==> config.mk <==
export PLATFORM = sky130hd
export DESIGN_NAME = fir_axil_cfg_master
export DESIGN_NICKNAME = d
export VERILOG_FILES = /design/src/rtl/fir_axil_cfg_master.sv
export SDC_FILE = /design/constraint.sdc
export NUM_CORES = 1
export LEC_CHECK = 0
export CAP_MARGIN = 20
export CORE_ASPECT_RATIO = 0.8
export CORE_MARGIN = 1.5
export CORE_UTILIZATION = 41
export CTS_CLUSTER_DIAMETER = 100
export DETAILED_ROUTE_END_ITERATION = 7
export PLACE_DENSITY = 0.77
export SLEW_MARGIN = 20
export SYNTH_ARGS = -nofsm -noshare
export SYNTH_HDL_FRONTEND = slang
export SYNTH_SLANG_ARGS = --single-unit
==> constraint.sdc <==
create_clock -name axis_clk -period 1.7 [get_ports axis_clk]
set_input_delay 0.51 -clock axis_clk [delete_from_list [all_inputs] [get_ports axis_clk]]
set_output_delay 0.51 -clock axis_clk [all_outputs]
set_load 0.005 [all_outputs]
==> src/rtl/fir_axil_cfg_master.sv <==
// -----------------------------------------------------------------------------
// fir_axil_cfg_master
//   AXI-Lite initiator that programs and launches the FIR engine on its own:
//   writes the data length (0x10), every tap coefficient (0x20 + 4k), sets
//   ap_start (0x00 <- 1), then polls 0x00 until ap_done (bit 1) is seen or the
//   poll budget runs out.
//
// Optional feature (macro FIR_CFG_VERIFY_EN):
//   After the last tap write, each tap register is read back and compared
//   with tap_coef. The first mismatch flags err and ends the sequence without
//   writing ap_start.
//
// Ports:
//   axis_clk, axis_rst_n    clock, asynchronous active-low reset
//   cfg_start, cfg_len      start request (ignored while busy) and data length
//   tap_idx, tap_coef       tap index presented, coefficient returned for it
//   busy, done, err         status: in progress, one-cycle end pulse, error
//   aw*/w*                  AXI-Lite write address / write data channels
//   ar*/r*                  AXI-Lite read address / read data channels
//   dbg_state               current FSM state
//
// Handshake: a channel transfers on the rising edge where valid && ready are
//   both high; valid and its payload stay stable until then and drop on the
//   following cycle. Only one transaction (read or write) is ever in flight.
// -----------------------------------------------------------------------------
module fir_axil_cfg_master #(
  parameter int pADDR_WIDTH = 12,
  parameter int pDATA_WIDTH = 32,
  parameter int Tape_Num    = 11,
  parameter int pPOLL_GAP   = 8,
  parameter int pPOLL_MAX   = 4096
) (
  input  logic                   axis_clk,
  input  logic                   axis_rst_n,
  input  logic                   cfg_start,
  input  logic [31:0]            cfg_len,
  output logic [3:0]             tap_idx,
  input  logic [31:0]            tap_coef,
  output logic                   busy,
  output logic                   done,
  output logic                   err,
  output logic                   awvalid,
  input  logic                   awready,
  output logic [pADDR_WIDTH-1:0] awaddr,
  output logic                   wvalid,
  input  logic                   wready,
  output logic [pDATA_WIDTH-1:0] wdata,
  output logic                   arvalid,
  input  logic                   arready,
  output logic [pADDR_WIDTH-1:0] araddr,
  input  logic                   rvalid,
  output logic                   rready,
  input  logic [pDATA_WIDTH-1:0] rdata,
  output logic [2:0]             dbg_state
);

  localparam int PCW = $clog2(pPOLL_MAX + 1);
  localparam int GW  = $clog2(pPOLL_GAP + 1);
  localparam logic [pADDR_WIDTH-1:0] ADDR_CTRL = '0;
  localparam logic [pADDR_WIDTH-1:0] ADDR_LEN  = pADDR_WIDTH'(32'h10);

  typedef enum logic [2:0] {
    IDLE      = 3'd0,
    WR_LEN    = 3'd1,
    WR_TAP    = 3'd2,
    WR_START  = 3'd3,
    POLL_RD   = 3'd4,
    POLL_WAIT = 3'd5,
`ifdef FIR_CFG_VERIFY_EN
    VERIFY    = 3'd7,
`endif
    FINISH    = 3'd6
  } state_t;

  state_t                 state_q;
  logic [31:0]            len_q;
  logic [3:0]             tap_idx_q;
  logic                   busy_q, done_q, err_q;
  logic                   awvalid_q, wvalid_q, arvalid_q, rready_q;
  logic [pADDR_WIDTH-1:0] awaddr_q, araddr_q;
  logic [pDATA_WIDTH-1:0] wdata_q;
  logic                   txn_q;      // a transaction of the current state is open
  logic                   aw_done_q, w_done_q;
  logic [PCW-1:0]         poll_cnt_q;
  logic [GW-1:0]          gap_q;

  logic                   is_wr_d, is_rd_d;
  logic [pADDR_WIDTH-1:0] wr_addr_d, rd_addr_d, tap_addr;
  logic [pDATA_WIDTH-1:0] wr_data_d;
  logic                   aw_hs, w_hs, ar_hs, r_hs, wr_complete, last_tap;

  assign aw_hs    = awvalid_q && awready;
  assign w_hs     = wvalid_q && wready;
  assign ar_hs    = arvalid_q && arready;
  assign r_hs     = rready_q && rvalid;
  // Both channels may finish in either order; completion needs both.
  assign wr_complete = txn_q && (aw_done_q || aw_hs) && (w_done_q || w_hs);
  assign last_tap = (tap_idx_q == 4'(Tape_Num - 1));
  assign tap_addr = pADDR_WIDTH'(32'h20 + (32'(tap_idx_q) << 2));

`ifndef FIR_CFG_VERIFY_EN
  // Only the ap_done bit of rdata matters without read-back verification.
  logic unused_rdata;
  assign unused_rdata = ^rdata;
`endif

  // Address/payload of the transaction the current state issues.
  always_comb begin
    is_wr_d   = 1'b0;
    is_rd_d   = 1'b0;
    wr_addr_d = '0;
    wr_data_d = '0;
    rd_addr_d = '0;
    case (state_q)
      WR_LEN:   begin is_wr_d = 1'b1; wr_addr_d = ADDR_LEN;  wr_data_d = pDATA_WIDTH'(len_q); end
      WR_TAP:   begin is_wr_d = 1'b1; wr_addr_d = tap_addr;  wr_data_d = pDATA_WIDTH'(tap_coef); end
      WR_START: begin is_wr_d = 1'b1; wr_addr_d = ADDR_CTRL; wr_data_d = pDATA_WIDTH'(1); end
      POLL_RD:  begin is_rd_d = 1'b1; rd_addr_d = ADDR_CTRL; end
`ifdef FIR_CFG_VERIFY_EN
      VERIFY:   begin is_rd_d = 1'b1; rd_addr_d = tap_addr; end
`endif
      default: ;
    endcase
  end

  always_ff @(posedge axis_clk or negedge axis_rst_n) begin
    if (!axis_rst_n) begin
      state_q    <= IDLE;
      len_q      <= '0;
      tap_idx_q  <= '0;
      busy_q     <= 1'b0;
      done_q     <= 1'b0;
      err_q      <= 1'b0;
      awvalid_q  <= 1'b0;
      wvalid_q   <= 1'b0;
      arvalid_q  <= 1'b0;
      rready_q   <= 1'b0;
      awaddr_q   <= '0;
      araddr_q   <= '0;
      wdata_q    <= '0;
      txn_q      <= 1'b0;
      aw_done_q  <= 1'b0;
      w_done_q   <= 1'b0;
      poll_cnt_q <= '0;
      gap_q      <= '0;
    end else begin
      done_q <= 1'b0;

      // Channel bookkeeping shared by every read/write state.
      if (aw_hs) begin awvalid_q <= 1'b0; aw_done_q <= 1'b1; end
      if (w_hs)  begin wvalid_q  <= 1'b0; w_done_q  <= 1'b1; end
      if (ar_hs) begin arvalid_q <= 1'b0; rready_q  <= 1'b1; end
      if (r_hs)  rready_q <= 1'b0;

      // Open a new transaction on the first cycle of a read/write state.
      if (is_wr_d && !txn_q) begin
        awvalid_q <= 1'b1;
        wvalid_q  <= 1'b1;
        awaddr_q  <= wr_addr_d;
        wdata_q   <= wr_data_d;
        aw_done_q <= 1'b0;
        w_done_q  <= 1'b0;
        txn_q     <= 1'b1;
      end
      if (is_rd_d && !txn_q) begin
        arvalid_q <= 1'b1;
        araddr_q  <= rd_addr_d;
        txn_q     <= 1'b1;
      end

      case (state_q)
        IDLE: begin
          if (cfg_start) begin
            len_q   <= cfg_len;
            err_q   <= 1'b0;
            busy_q  <= 1'b1;
            state_q <= WR_LEN;
          end
        end
        WR_LEN: begin
          if (wr_complete) begin
            txn_q     <= 1'b0;
            tap_idx_q <= '0;
            state_q   <= WR_TAP;
          end
        end
        WR_TAP: begin
          if (wr_complete) begin
            txn_q <= 1'b0;
            if (last_tap) begin
`ifdef FIR_CFG_VERIFY_EN
              tap_idx_q <= '0;
              state_q   <= VERIFY;
`else
              state_q   <= WR_START;
`endif
            end else begin
              tap_idx_q <= tap_idx_q + 4'd1;
            end
          end
        end
`ifdef FIR_CFG_VERIFY_EN
        VERIFY: begin
          if (r_hs) begin
            txn_q <= 1'b0;
            if (rdata != pDATA_WIDTH'(tap_coef)) begin
              err_q   <= 1'b1;
              done_q  <= 1'b1;
              busy_q  <= 1'b0;
              state_q <= FINISH;
            end else if (last_tap) begin
              state_q <= WR_START;
            end else begin
              tap_idx_q <= tap_idx_q + 4'd1;
            end
          end
        end
`endif
        WR_START: begin
          if (wr_complete) begin
            txn_q      <= 1'b0;
            poll_cnt_q <= '0;
            state_q    <= POLL_RD;
          end
        end
        POLL_RD: begin
          if (r_hs) begin
            txn_q <= 1'b0;
            if (rdata[1]) begin
              done_q  <= 1'b1;
              busy_q  <= 1'b0;
              state_q <= FINISH;
            end else if (poll_cnt_q == PCW'(pPOLL_MAX - 1)) begin
              // This read used up the budget: give up with an error.
              err_q   <= 1'b1;
              done_q  <= 1'b1;
              busy_q  <= 1'b0;
              state_q <= FINISH;
            end else begin
              poll_cnt_q <= poll_cnt_q + PCW'(1);
              gap_q      <= '0;
              state_q    <= POLL_WAIT;
            end
          end
        end
        POLL_WAIT: begin
          if (gap_q == GW'(pPOLL_GAP - 1)) state_q <= POLL_RD;
          else                              gap_q   <= gap_q + GW'(1);
        end
        FINISH:  state_q <= IDLE;
        default: state_q <= IDLE;
      endcase
    end
  end

  assign tap_idx   = tap_idx_q;
  assign busy      = busy_q;
  assign done      = done_q;
  assign err       = err_q;
  assign awvalid   = awvalid_q;
  assign awaddr    = awaddr_q;
  assign wvalid    = wvalid_q;
  assign wdata     = wdata_q;
  assign arvalid   = arvalid_q;
  assign araddr    = araddr_q;
  assign rready    = rready_q;
  assign dbg_state = state_q;

endmodule

==> metrics.md, run 1 <==
| Metric | Value |
|---|---|
| Max Transition Viols Final | 0 |
| CTS tree | done |
| Violations in the final reports | negative setup slack |
| Fraction of power spent switching nets | 37.08% |
| Cell with the biggest individual delay on the critical path | sky130_fd_sc_hd__dfrtp_1 |
| Overall fraction of global-route tracks in use | between 20% and 30% |
| Hold-fix buffers, CTS | 0 |
| Clock slew seen by the registers of the worst setup and hold paths | 0.07 ns |
| Logic pwr share | between 50% and 60% |
| Number of placed instances, taps included | 745 |
| Path type of the worst min-delay path | primary input to asynchronous set/reset pin |
| Drt pass-1 iters | 4 |
| Static leakage | about 3.4 nW |
| Maximum vdd ir drop | 0.7984 mV |
| Power density over cell area | around 1700 nW/µm² |
| Final Non-Filler Cells | 788 |
| Max-cap violations | 0 |
| Sinks on the clock net | 103 |
| Final Worst Setup Slack | -0.008061 ns |
| Unrepaired setup endpoints after global routing | true |
| Number of global-route vias before repair | 4299 |
| GRT overflow | 0 |
| Area grow syn2layout | 55.21% |
| Final Hold Violating Endpoints | 0 |
| Final Instance Area | 7541 µm² |
| Post-synthesis average cell area | 10.58 µm² |
| Drt total wl | around 15000 µm |
| Power spent charging and discharging nets | 4.873 mW |
| Vias per Instance | approximately 5.5 |
| Crit path time final | 1.708 ns |
| Peak Freq | 585.5 MHz |
| Number of rows in the core area | 35 |
| DRT iter0 DRCs | 221 |
| Cell taking the most area after synthesis | sky130_fd_sc_hd__dfrtp_1 |
| Flip-flop and latch count after synthesis | 103 |
| First-pass GRT wire length | roughly 22000 µm |
| Post-route fraction of the period consumed by the critical path | 100.5% |
| Root Driver | sky130_fd_sc_hd__clkbuf_16 |
| Die H | 100.4 µm |
| Netlist Area Pre-Place | a little under 5000 µm² |
| Fraction of the yosys area taken by sequential cells | between 50% and 60% |
| Die outline width | 124.7 µm |
| Average wire length per cell after detail routing | 18.79 µm |
| Vias | 4324 |
| Yosys Warn Count | 0 |
| Synth top area cells | sky130_fd_sc_hd__dfrtp_1, sky130_fd_sc_hd__mux2_2, sky130_fd_sc_hd__a221oi_1 |
| Critical Path, Cell by Cell | ha_2 -> and3_4 -> a41o_4 -> buf_12 -> a222oi_1 -> mux2i_1 |
| Placed standard-cell area | roughly 6500 µm² |
| Worst clock skew | around 0.0082 ns |
| Die footprint | 12520 µm² |
| CP Capture Type | register |
| Effective utilization at floorplan | 42.18% |
| Floorplan core area | 11520 µm² |
| Outcome | finished, violations left |
| Critical path type | register to register |
| Number of fill cells in the layout | 883 |
| Synth Flop Type | sky130_fd_sc_hd__dfrtp_1 |
| Startpoint types | register |
| Maximum buffer depth of the clock tree | 2 |
| Placed wire-length estimate after detailed placement | 9184 µm |
| Clock network fraction of total power | 17.6% |
| Io pins | 173 |
| Fin nets | roughly 740 |
| DR DRC count | 0 |
| Clock H-tree levels | 3 |
| Routed Antenna Nets | 0 |
| Number of antenna violations at the first check in global routing | 0 |
| CP Data Arrival Time | slightly below 2 ns |
| Delay of the slowest critical-path stage | 0.39 ns |
| Number of buffers created by CTS | 9 |
| Cell types with the highest counts after synthesis | sky130_fd_sc_hd__dfrtp_1, sky130_fd_sc_hd__nor2_1, sky130_fd_sc_hd__mux2_2 |
| Distinct cell type count of the synthesized netlist | 57 |
| Pin count of the biggest net entering global routing | 46 |
| Highest fanout seen on the critical path | 5 |
| Final setup violating endpoints | 2 |
| Diodes inserted | 0 |
| Internal | 8.270 mW |
| Part of the power in registers | 32.3% |
| Number of enable flip-flop cells after synthesis | 0 |
| Global placer's final weighted congestion | between 0.8 and 0.9 |
| Clock latency on the worst-skew pair | 0.35 ns |
| Mapped Cells | between 400 and 500 |
| Most used standard cell by instance count after synthesis | sky130_fd_sc_hd__dfrtp_1 |
| Layout cells sized above 1 | between 20% and 30% |
| # port buffers | 122 |
| Worst endpoint required time | 1.93 ns |
| Area share of the leading cell type in the synthesized netlist | 53.05% |
| Asr flop ratio synth | 100.0% |
[what timing repair did]
item,4_1_cts,5_1_grt
gates resized for setup,63,81
pin swaps,5,24
setup buffers,15,6
gates cloned,1,5
setup endpoints to repair,66,86
[flip-flops by register name, summed over array words and instances, names as in the netlist, 3 cells and up]
| register | cells |
|---|---|
| awaddr | 5 |
| tap_idx | 4 |
| dbg_state | 3 |
| len_q | 32 |
| poll_cnt_q | 13 |
| wdata | 32 |
| gap_q | 4 |
[cell families (layout without fill, tap and decap cells)]
group	after synthesis	after routing	share of synthesized area (%)
AOI/OAI and AO/OA	95	95	14.89
adders and majority gates	4	4	1.030
buffers and inverters	67	230	7.340
DFF	103	103	53.05
muxes	37	37	8.447
other	1	19	0.07719
and+or+nand+nor	152	152	15.17
[placed cells by master (no fill, tap or decap), drive strengths merged, types with 3 or more instances in the layout]
cell           netlist  routed
dfrtp              103     103
buf                 31      74
nor2                72      72
clkdlybuf4s50        0      70
dlygate4sd2          0      49
mux2                32      32
a221oi              31      31
nand2               21      21
conb                 1      19
nand3               19      19
inv                 16      17
o21ai               17      17
clkbuf              20      14
o211ai               7       7
nand4                6       6
a31oi                6       6
and3                 6       6
mux2i                5       5
nor3                 5       5
a41oi                5       5
o31ai                4       4
a21oi                4       4
ha                   4       4
or4                  4       4
o22ai                3       3
and2                 3       3
nor3b                3       3
a22oi                3       3
[final timing paths]
kind / startpoint / depth (start not counted) / slack [ns] / endpoint
min in group axis_clk: awaddr[3] / 2 / 0.47 / awaddr[3]
worst min-delay path: axis_rst_n / 1 / 0.04 / tap_idx[1]
worst max-delay path: poll_cnt_q[1] / 6 / -0.008 / gap_q[2]
worst max register to register: poll_cnt_q[1] / 6 / -0.008 / gap_q[2]
max in group asynchronous: axis_rst_n / 2 / 1.13 / len_q[13]
worst min register to register: awaddr[3] / 2 / 0.47 / awaddr[3]
[worst max-delay path: cells and delay by family, from the launching register on]
family          cells  cell delay [ns]
compound gates      2             0.57
fa+ha+maj           1             0.20
buf+inv             1             0.14
mux                 1             0.12
flops               1             0.39
simple gates        1             0.16
[stage by stage]
stage                     worst slack [ns]  hold slack, ns  power [mW]  utilization (%)  setup TNS [ns]
after floorplan                   -0.01751          0.2144       6.855                -        -0.05768
after global placement             -0.2728          0.4130       9.315            56.82          -13.46
after detailed placement           -0.3253          0.4168       9.572            56.82          -14.70
after CTS                         -0.06710         0.03657       11.79            60.79         -0.5217
after global routing              -0.07965         0.04948       13.93            65.48         -0.5402
final                            -0.008061         0.03620       13.14            65.48        -0.01123
[cell type report]
class	instances	area [µm²]	area share [%]
timing repair buffer	198	1972	26.15
tap	148	185.2	2.456
inverter	16	60.06	0.7964
clock buffer	10	239.0	3.169
clock inverter	6	92.59	1.228
sequential	103	2584	34.26
multi-input combinational	307	2409	31.94
[power by group through the flow]
stage	sequential (mW)	combinational [mW]	clock [mW]
final	4.25	6.59	2.31
after global routing	4.38	7.11	2.43
after CTS	4.13	5.30	2.36
after detailed placement	4.23	5.34	0
after global placement	4.16	5.15	0
after floorplan	4.15	2.70	0
[layer usage]
layer  vias to the layer above  global-route usage [%]  share of wire, %  wire [µm]
li1                       1993                       -                 -          -
met1                      2155                   26.21                42       6176
met2                       161                   37.28                49       7268
met3                        15                   7.836               8.0       1190
met4                         0                   6.897               1.2        174
met5                         -                       0                 0          0
Power figures use the tool's default switching activity.
==> run 2, diff against run 1 <==
==> constraint.sdc (replaced) <==
create_clock -name axis_clk -period 1.5 [get_ports axis_clk]
set_input_delay 0.45 -clock axis_clk [delete_from_list [all_inputs] [get_ports axis_clk]]
set_output_delay 0.45 -clock axis_clk [all_outputs]
set_load 0.005 [all_outputs]
==> run 2 against run 1 <==
Against the previous run: the flow still finishes with violations (negative setup slack); sequential power rose by 17%; global-route usage up 5.1 points; maximum frequency shrank 5.8%; critical endpoint is now poll_cnt_q[9]; largest cell class is now non-clock buffers; largest power group unchanged; highest routed layer unchanged.
==> metrics.md, run 2 (synthesis gave the netlist of run 1 again) <==
| Metric | Value |
|---|---|
| Outcome | finished, violations left |
| Violations in the final reports | negative setup slack |
| Clock slew seen by the registers of the worst setup and hold paths | 0.08 ns (about the same) |
| Number of fill cells in the layout | 637 (-28%) |
| Number of placed instances, taps included | 787 (+5.6%) |
| Number of buffers created by CTS | 9 (unchanged) |
| Crit path time final | 1.814 ns (+0.1058 ns) |
| Path type of the worst min-delay path | primary input to asynchronous set/reset pin |
| Drt total wl | 19270 µm (+30%) |
| Global placer's final weighted congestion | 0.8321 (+0.14%) |
| Die H | 100.4 µm (unchanged) |
| Highest fanout seen on the critical path | 8 (+3) |
| Fin nets | 819 (+10%) |
| Power density over cell area | 2098 nW/µm² (+20%) |
| DRT iter0 DRCs | 369 (+67%) |
| Die outline width | 124.7 µm (unchanged) |
| Area grow syn2layout | 81.12% |
| Placed wire-length estimate after detailed placement | 10220 µm (+11%) |
| Peak Freq | 551.3 MHz (-5.8%) |
| Clock H-tree levels | 3 (unchanged) |
| Logic pwr share | 60.0% (+9.9 points) |
| Delay of the slowest critical-path stage | 0.44 ns (+0.05 ns) |
| Number of global-route vias before repair | 5047 (+17%) |
| Routed Antenna Nets | 0 (unchanged) |
| Hold-fix buffers, CTS | 0 (unchanged) |
| Number of antenna violations at the first check in global routing | 0 (unchanged) |
| Internal | 11.37 mW (+38%) |
| Critical path type | register to register |
| Drt pass-1 iters | 6 (+2) |
| Unrepaired setup endpoints after global routing | true |
| Power spent charging and discharging nets | 7.090 mW (+45%) |
| Critical Path, Cell by Cell | buf_6 -> nor3b_4 -> nand3_4 -> buf_6 -> a22oi_2 -> buf_4 -> o211ai_1 |
| CP Capture Type | register |
| Effective utilization at floorplan | 42.18% (unchanged) |
| Clock latency on the worst-skew pair | 0.36 ns (about the same) |
| Part of the power in registers | 26.8% (-5.5 points) |
| CTS tree | done |
| Worst endpoint required time | 1.72 ns (-0.21 ns) |
| Post-route fraction of the period consumed by the critical path | 120.9% (+20 points) |
| # port buffers | 122 (unchanged) |
| Most common cell after layout, fill and taps aside | sky130_fd_sc_hd__dfrtp_1 |
| Die footprint | 12520 µm² (unchanged) |
| Clock network fraction of total power | 13.1% (-4.5 points) |
| Commonest cells after routing, fill and taps aside | sky130_fd_sc_hd__dfrtp_1, sky130_fd_sc_hd__buf_4, sky130_fd_sc_hd__clkdlybuf4s50_1, sky130_fd_sc_hd__nor2_1, sky130_fd_sc_hd__dlygate4sd2_1 |
| First-pass GRT wire length | 26520 µm (+22%) |
| Worst clock skew | 0.01345 ns (+0.005273 ns) |
| Final setup violating endpoints | 105 (+103) |
| Cell seen most often among critical-path stages | sky130_fd_sc_hd__buf_6 |
| Setup TNS Final | -20.82 ns (-20.81 ns) |
| Static leakage | 3.951 nW (+16%) |
| Cell with the biggest individual delay on the critical path | sky130_fd_sc_hd__dfrtp_2 |
| Maximum buffer depth of the clock tree | 2 (unchanged) |
| Io pins | 173 (unchanged) |
| Maximum vdd ir drop | 1.159 mV (+45%) |
| Pin count of the biggest net entering global routing | 34 (-26%) |
| Vias | 5104 (+18%) |
| Layout cells sized above 1 | 42.12% (+13 points) |
| Vias per Instance | 5.901 (+7.5%) |
| Floorplan core area | 11520 µm² (unchanged) |
| Final Worst Setup Slack | -0.3138 ns (-0.3058 ns) |
| Number of rows in the core area | 35 (unchanged) |
| Startpoint types | register |
| Fraction of power spent switching nets | 38.40% (+1.3 points) |
| Overall fraction of global-route tracks in use | 27.02% (+5.1 points) |
| DR DRC count | 0 (unchanged) |
| Final Hold Violating Endpoints | 0 (unchanged) |
| Max-cap violations | 0 (unchanged) |
| GRT overflow | 0 (unchanged) |
| Sinks on the clock net | 103 (unchanged) |
| Average wire length per cell after detail routing | 22.28 µm (+19%) |
| CP Data Arrival Time | 2.04 ns (+0.10 ns) |
| Root Driver | sky130_fd_sc_hd__clkbuf_16 |
| Final Non-Filler Cells | 865 (+9.8%) |
| Total power after layout | 18.46 mW (+40%) |
| Max Transition Viols Final | 0 (unchanged) |
| Diodes inserted | 0 (unchanged) |
-- run 2: cell count changes in the layout (fill, tap and decap cells not counted), moves of 6 or more --
cell	previous run	this run
sky130_fd_sc_hd__buf_6	5	38
sky130_fd_sc_hd__buf_12	7	18
sky130_fd_sc_hd__mux2_4	18	32
sky130_fd_sc_hd__buf_4	58	89
sky130_fd_sc_hd__a221oi_4	5	11
sky130_fd_sc_hd__nor2_1	70	63
sky130_fd_sc_hd__mux2_2	14	0
-- run 2: power groups by stage --
stage | logic, mW | clock network [mW] | registers (mW)
5_1_grt | 11.6 | 2.55 | 5.07
2_1_floorplan | 4.02 | 0 | 4.79
3_5_place_dp | 7.64 | 0 | 4.84
6_report | 11.1 | 2.42 | 4.96
3_3_place_gp | 7.33 | 0 | 4.77
4_1_cts | 9.37 | 2.40 | 4.79
-- run 2: worst max-delay path, delay by kind of cell, from the launching register on --
family	cells	cell delay, ns
compound gates	2	0.30
buf+inv	3	0.50
flops	1	0.44
simple gates	2	0.44
-- run 2: per-layer routing --
metal	GRT usage [%]	vias to the layer above	part of all wire, %
li1	-	2151	-
met1	31.93	2522	37
met2	47.42	335	50
met3	6.343	96	8.0
met4	12.11	0	4.9
met5	0	-	0
-- run 2: repair_timing --
item | 4_1_cts | 5_1_grt
setup buffers | 44 | 17
gates resized for setup | 162 | 71
cloned | 5 | 3
endpoints found under the setup margin | 130 | 106
pin swaps | 37 | 28
-- run 2: final timing paths --
| kind | start | end | slack [ns] | depth (start not counted) |
|---|---|---|---|---|
| worst max register to register | dbg_state[0] | poll_cnt_q[9] | -0.31 | 7 |
| max in group asynchronous | axis_rst_n | len_q[4] | 0.95 | 2 |
| worst min-delay path | axis_rst_n | len_q[12] | 0.02 | 1 |
| worst max-delay path | dbg_state[0] | poll_cnt_q[9] | -0.31 | 7 |
| worst min register to register | gap_q[2] | gap_q[2] | 0.51 | 1 |
| min in group axis_clk | gap_q[2] | gap_q[2] | 0.51 | 1 |
-- run 2: layout make-up --
cell class / count / area (µm²) / area share [%]
multi-input combinational: 307 / 2819 / 32.03
clock buffer: 10 / 229.0 / 2.602
clock inverter: 6 / 67.56 / 0.7678
sequential: 103 / 2581 / 29.33
inverter: 16 / 60.06 / 0.6825
timing repair buffer: 275 / 2858 / 32.48
tap: 148 / 185.2 / 2.104
-- run 2: through the flow --
step	utilization, %	setup WS [ns]	hold WS [ns]	instance area (µm²)
after detailed placement	62.47	-0.5149	0.4160	7194
after floorplan	-	-0.1307	0.1544	5364
final	76.40	-0.3138	0.02113	8800
after global placement	62.47	-0.4388	0.4134	7194
after global routing	76.40	-0.3368	0.05348	8800
after CTS	71.85	-0.1947	0.04875	8275
==> run 3, diff against run 2 <==
--- a/config.mk
+++ b/config.mk
@@ -12,6 +12,7 @@
 export CTS_CLUSTER_DIAMETER = 100
 export DETAILED_ROUTE_END_ITERATION = 7
 export PLACE_DENSITY = 0.77
+export SKIP_LAST_GASP = 1
 export SLEW_MARGIN = 20
 export SYNTH_ARGS = -nofsm -noshare
 export SYNTH_HDL_FRONTEND = slang
==> run 3 against run 2 <==
Against the previous run: cell area increased by 0.23%; the flow still finishes with violations (negative setup slack); worst hold slack improved by 0.011 ns; routed wire length increased by 4.5%; critical path depth increased by 2; global-route usage increased by 0.24 points; non-clock buffer count increased by 3; largest cell class unchanged; maximum frequency decreased by 4.4%.
==> metrics.md, run 3 (synthesis gave the netlist of run 1 again) <==
| Metric | Value |
|---|---|
| Clock H-tree levels | 3 (unchanged) |
| Drt pass-1 iters | 5 (-1) |
| Worst endpoint required time | 1.73 ns (about the same) |
| Fin nets | 822 (+0.37%) |
| DR DRC count | 0 (unchanged) |
| Number of rows in the core area | 35 (unchanged) |
| Startpoint types | register |
| Final Worst Setup Slack | -0.3975 ns (-0.08370 ns) |
| DRT iter0 DRCs | 464 (+26%) |
| CP Capture Type | register |
| Minimum setup slack among reg-to-reg paths | -0.40 ns (-0.08 ns) |
| Worst Reg2Reg Path Length in Cells | 9 (+2) |
| Sinks on the clock net | 103 (unchanged) |
| Part of the power in registers | 26.4% (-0.4 points) |
| Violations in the final reports | negative setup slack |
| Static leakage | 4.003 nW (+1.3%) |
| Clock latency on the worst-skew pair | 0.35 ns (about the same) |
| Path length in cells of the critical path | 9 (+2) |
| Vias | 5220 (+2.3%) |
| Layout cells sized above 1 | 42.92% (+0.80 points) |
| Highest fanout seen on the critical path | 7 (-1) |
| First-pass GRT wire length | 26700 µm (+0.68%) |
| CP Data Arrival Time | 2.13 ns (+0.09 ns) |
| Most common cell after layout, fill and taps aside | sky130_fd_sc_hd__dfrtp_1 |
| Kind of cell adding the most delay to the critical path | buffers and inverters |
| Number of fill cells in the layout | 646 (+1.4%) |
| Post-route fraction of the period consumed by the critical path | 126.5% (+5.6 points) |
| Vias per Instance | 6.014 (+1.9%) |
| Hold slack final | 0.03251 ns (+0.01138 ns) |
| Die outline width | 124.7 µm (unchanged) |
| GRT overflow | 0 (unchanged) |
| Io pins | 173 (unchanged) |
| Clock network fraction of total power | 12.9% (-0.2 points) |
| Power spent charging and discharging nets | 7.155 mW (+0.93%) |
| Drt total wl | 20130 µm (+4.5%) |
| Fraction of power spent switching nets | 38.25% (-0.14 points) |
| Die footprint | 12520 µm² (unchanged) |
| Worst clock skew | 0.01423 ns (+0.0007881 ns) |
| Max Transition Viols Final | 0 (unchanged) |
| Floorplan core area | 11520 µm² (unchanged) |
| Routed Antenna Nets | 0 (unchanged) |
| Commonest cells after routing, fill and taps aside | sky130_fd_sc_hd__dfrtp_1, sky130_fd_sc_hd__buf_4, sky130_fd_sc_hd__clkdlybuf4s50_1, sky130_fd_sc_hd__nor2_1, sky130_fd_sc_hd__dlygate4sd2_1 |
| Max-cap violations | 0 (unchanged) |
| Global placer's final weighted congestion | 0.8321 (unchanged) |
| Area grow syn2layout | 81.53% |
| Effective utilization at floorplan | 42.18% (unchanged) |
| Logic pwr share | 60.7% (+0.7 points) |
| Peak Freq | 527.0 MHz (-4.4%) |
| Critical Path End | wdata[27] |
| Critical R2R Capture | wdata[27] |
| Power density over cell area | 2121 nW/µm² (+1.1%) |
| Number of buffer and inverter stages on the critical path | 6 (+3) |
| Number of antenna violations at the first check in global routing | 0 (unchanged) |
| Number of global-route vias before repair | 5040 (-0.14%) |
| Pin count of the biggest net entering global routing | 34 (unchanged) |
| Critical path type | register to register |
| Number of buffers created by CTS | 9 (unchanged) |
| Area of the multi-input gates | 2785 µm² (-1.2%) |
| Maximum buffer depth of the clock tree | 2 (unchanged) |
| Unrepaired setup endpoints after global routing | true |
| Path type of the worst min-delay path | primary input to asynchronous set/reset pin |
| Outcome | finished, violations left |
| Diodes inserted | 0 (unchanged) |
| Area of all sequential standard cells | 2581 µm² (unchanged) |
| Cell with the biggest individual delay on the critical path | sky130_fd_sc_hd__dfrtp_2 |
| Final Hold Violating Endpoints | 0 (unchanged) |
| Clock slew seen by the registers of the worst setup and hold paths | 0.08 ns (about the same) |
| Internal | 11.55 mW (+1.5%) |
| CP startpoint | dbg_state[0] |
| Die H | 100.4 µm (unchanged) |
| End-of-flow core utilization | 76.58% (+0.17 points) |
| Root Driver | sky130_fd_sc_hd__clkbuf_16 |
| Total power after layout | 18.71 mW (+1.3%) |
| # port buffers | 122 (unchanged) |
| Placed wire-length estimate after detailed placement | 10220 µm (unchanged) |
| RR Startpoint | dbg_state[0] |
| Delay of the slowest critical-path stage | 0.45 ns (about the same) |
| CTS tree | done |
| Crit path time final | 1.898 ns (+0.08370 ns) |
| Final setup violating endpoints | 104 (-0.95%) |
| Overall fraction of global-route tracks in use | 27.26% (+0.24 points) |
| Average wire length per cell after detail routing | 23.19 µm (+4.1%) |
| Maximum vdd ir drop | 1.141 mV (-1.5%) |
| Critical Path, Cell by Cell | buf_8 -> buf_8 -> nor3b_4 -> buf_12 -> buf_12 -> buf_8 -> buf_12 -> a221oi_2 -> nor2_1 |
[run 3: layer usage]
metal | GRT usage (%) | wire length, µm
met5 | 0 | 0
met4 | 12.91 | 1107
met3 | 5.864 | 1765
met2 | 47.38 | 9716
met1 | 32.66 | 7544
[run 3: worst min-delay path by stage]
stage | end | slack (ns) | from | cells past startpoint
finish | len_q[7] | 0.03 | axis_rst_n | 1
global route | len_q[7] | 0.06 | axis_rst_n | 1
CTS | wdata[16] | 0.05 | axis_rst_n | 1
detailed placement | len_q[7] | 0.42 | axis_rst_n | 1
global placement | gap_q[0] | 0.41 | axis_rst_n | 1
floorplan | arvalid | 0.15 | axis_rst_n | 0
[run 3: repair_timing]
action | CTS | global route
gates resized for setup | 147 | 88
hold buffers | 0 | 0
cloned | 5 | 4
pin swaps | 37 | 38
setup buffers | 44 | 18
setup endpoints to repair | 130 | 105
[run 3: worst register-to-register path, stage by stage (launching register included)]
cell and delay, ns:
sky130_fd_sc_hd__dfrtp_2 0.45, sky130_fd_sc_hd__buf_8 0.14, sky130_fd_sc_hd__buf_8 0.12, sky130_fd_sc_hd__nor3b_4 0.15, sky130_fd_sc_hd__buf_12 0.13, sky130_fd_sc_hd__buf_12 0.14
sky130_fd_sc_hd__buf_8 0.14, sky130_fd_sc_hd__buf_12 0.13, sky130_fd_sc_hd__a221oi_2 0.30, sky130_fd_sc_hd__nor2_1 0.08
[run 3: power groups by stage]
stage | Combinational, mW | Sequential (mW) | Clock (mW)
CTS | 9.27 | 4.78 | 2.40
finish | 11.4 | 4.94 | 2.41
global route | 11.9 | 5.06 | 2.52
detailed placement | 7.64 | 4.84 | 0
floorplan | 4.02 | 4.79 | 0
global placement | 7.33 | 4.77 | 0
[run 3: cell type report]
class / instances / area share [%]
timing repair buffer: 278 / 33.01
clock buffer: 10 / 2.596
sequential: 103 / 29.27
tap: 148 / 2.100
multi-input combinational: 307 / 31.58
clock inverter: 6 / 0.7661
inverter: 16 / 0.6809
[run 3: per-stage QoR]
stage,setup TNS (ns),cell area [µm²],instances,setup slack (ns)
3_5_place_dp,-25.08,7194,787,-0.5149
4_1_cts,-12.54,8239,851,-0.1947
2_1_floorplan,-5.302,5364,477,-0.1307
5_1_grt,-28.09,8820,868,-0.4268
6_report,-25.45,8820,868,-0.3975
3_3_place_gp,-23.82,7194,787,-0.4388
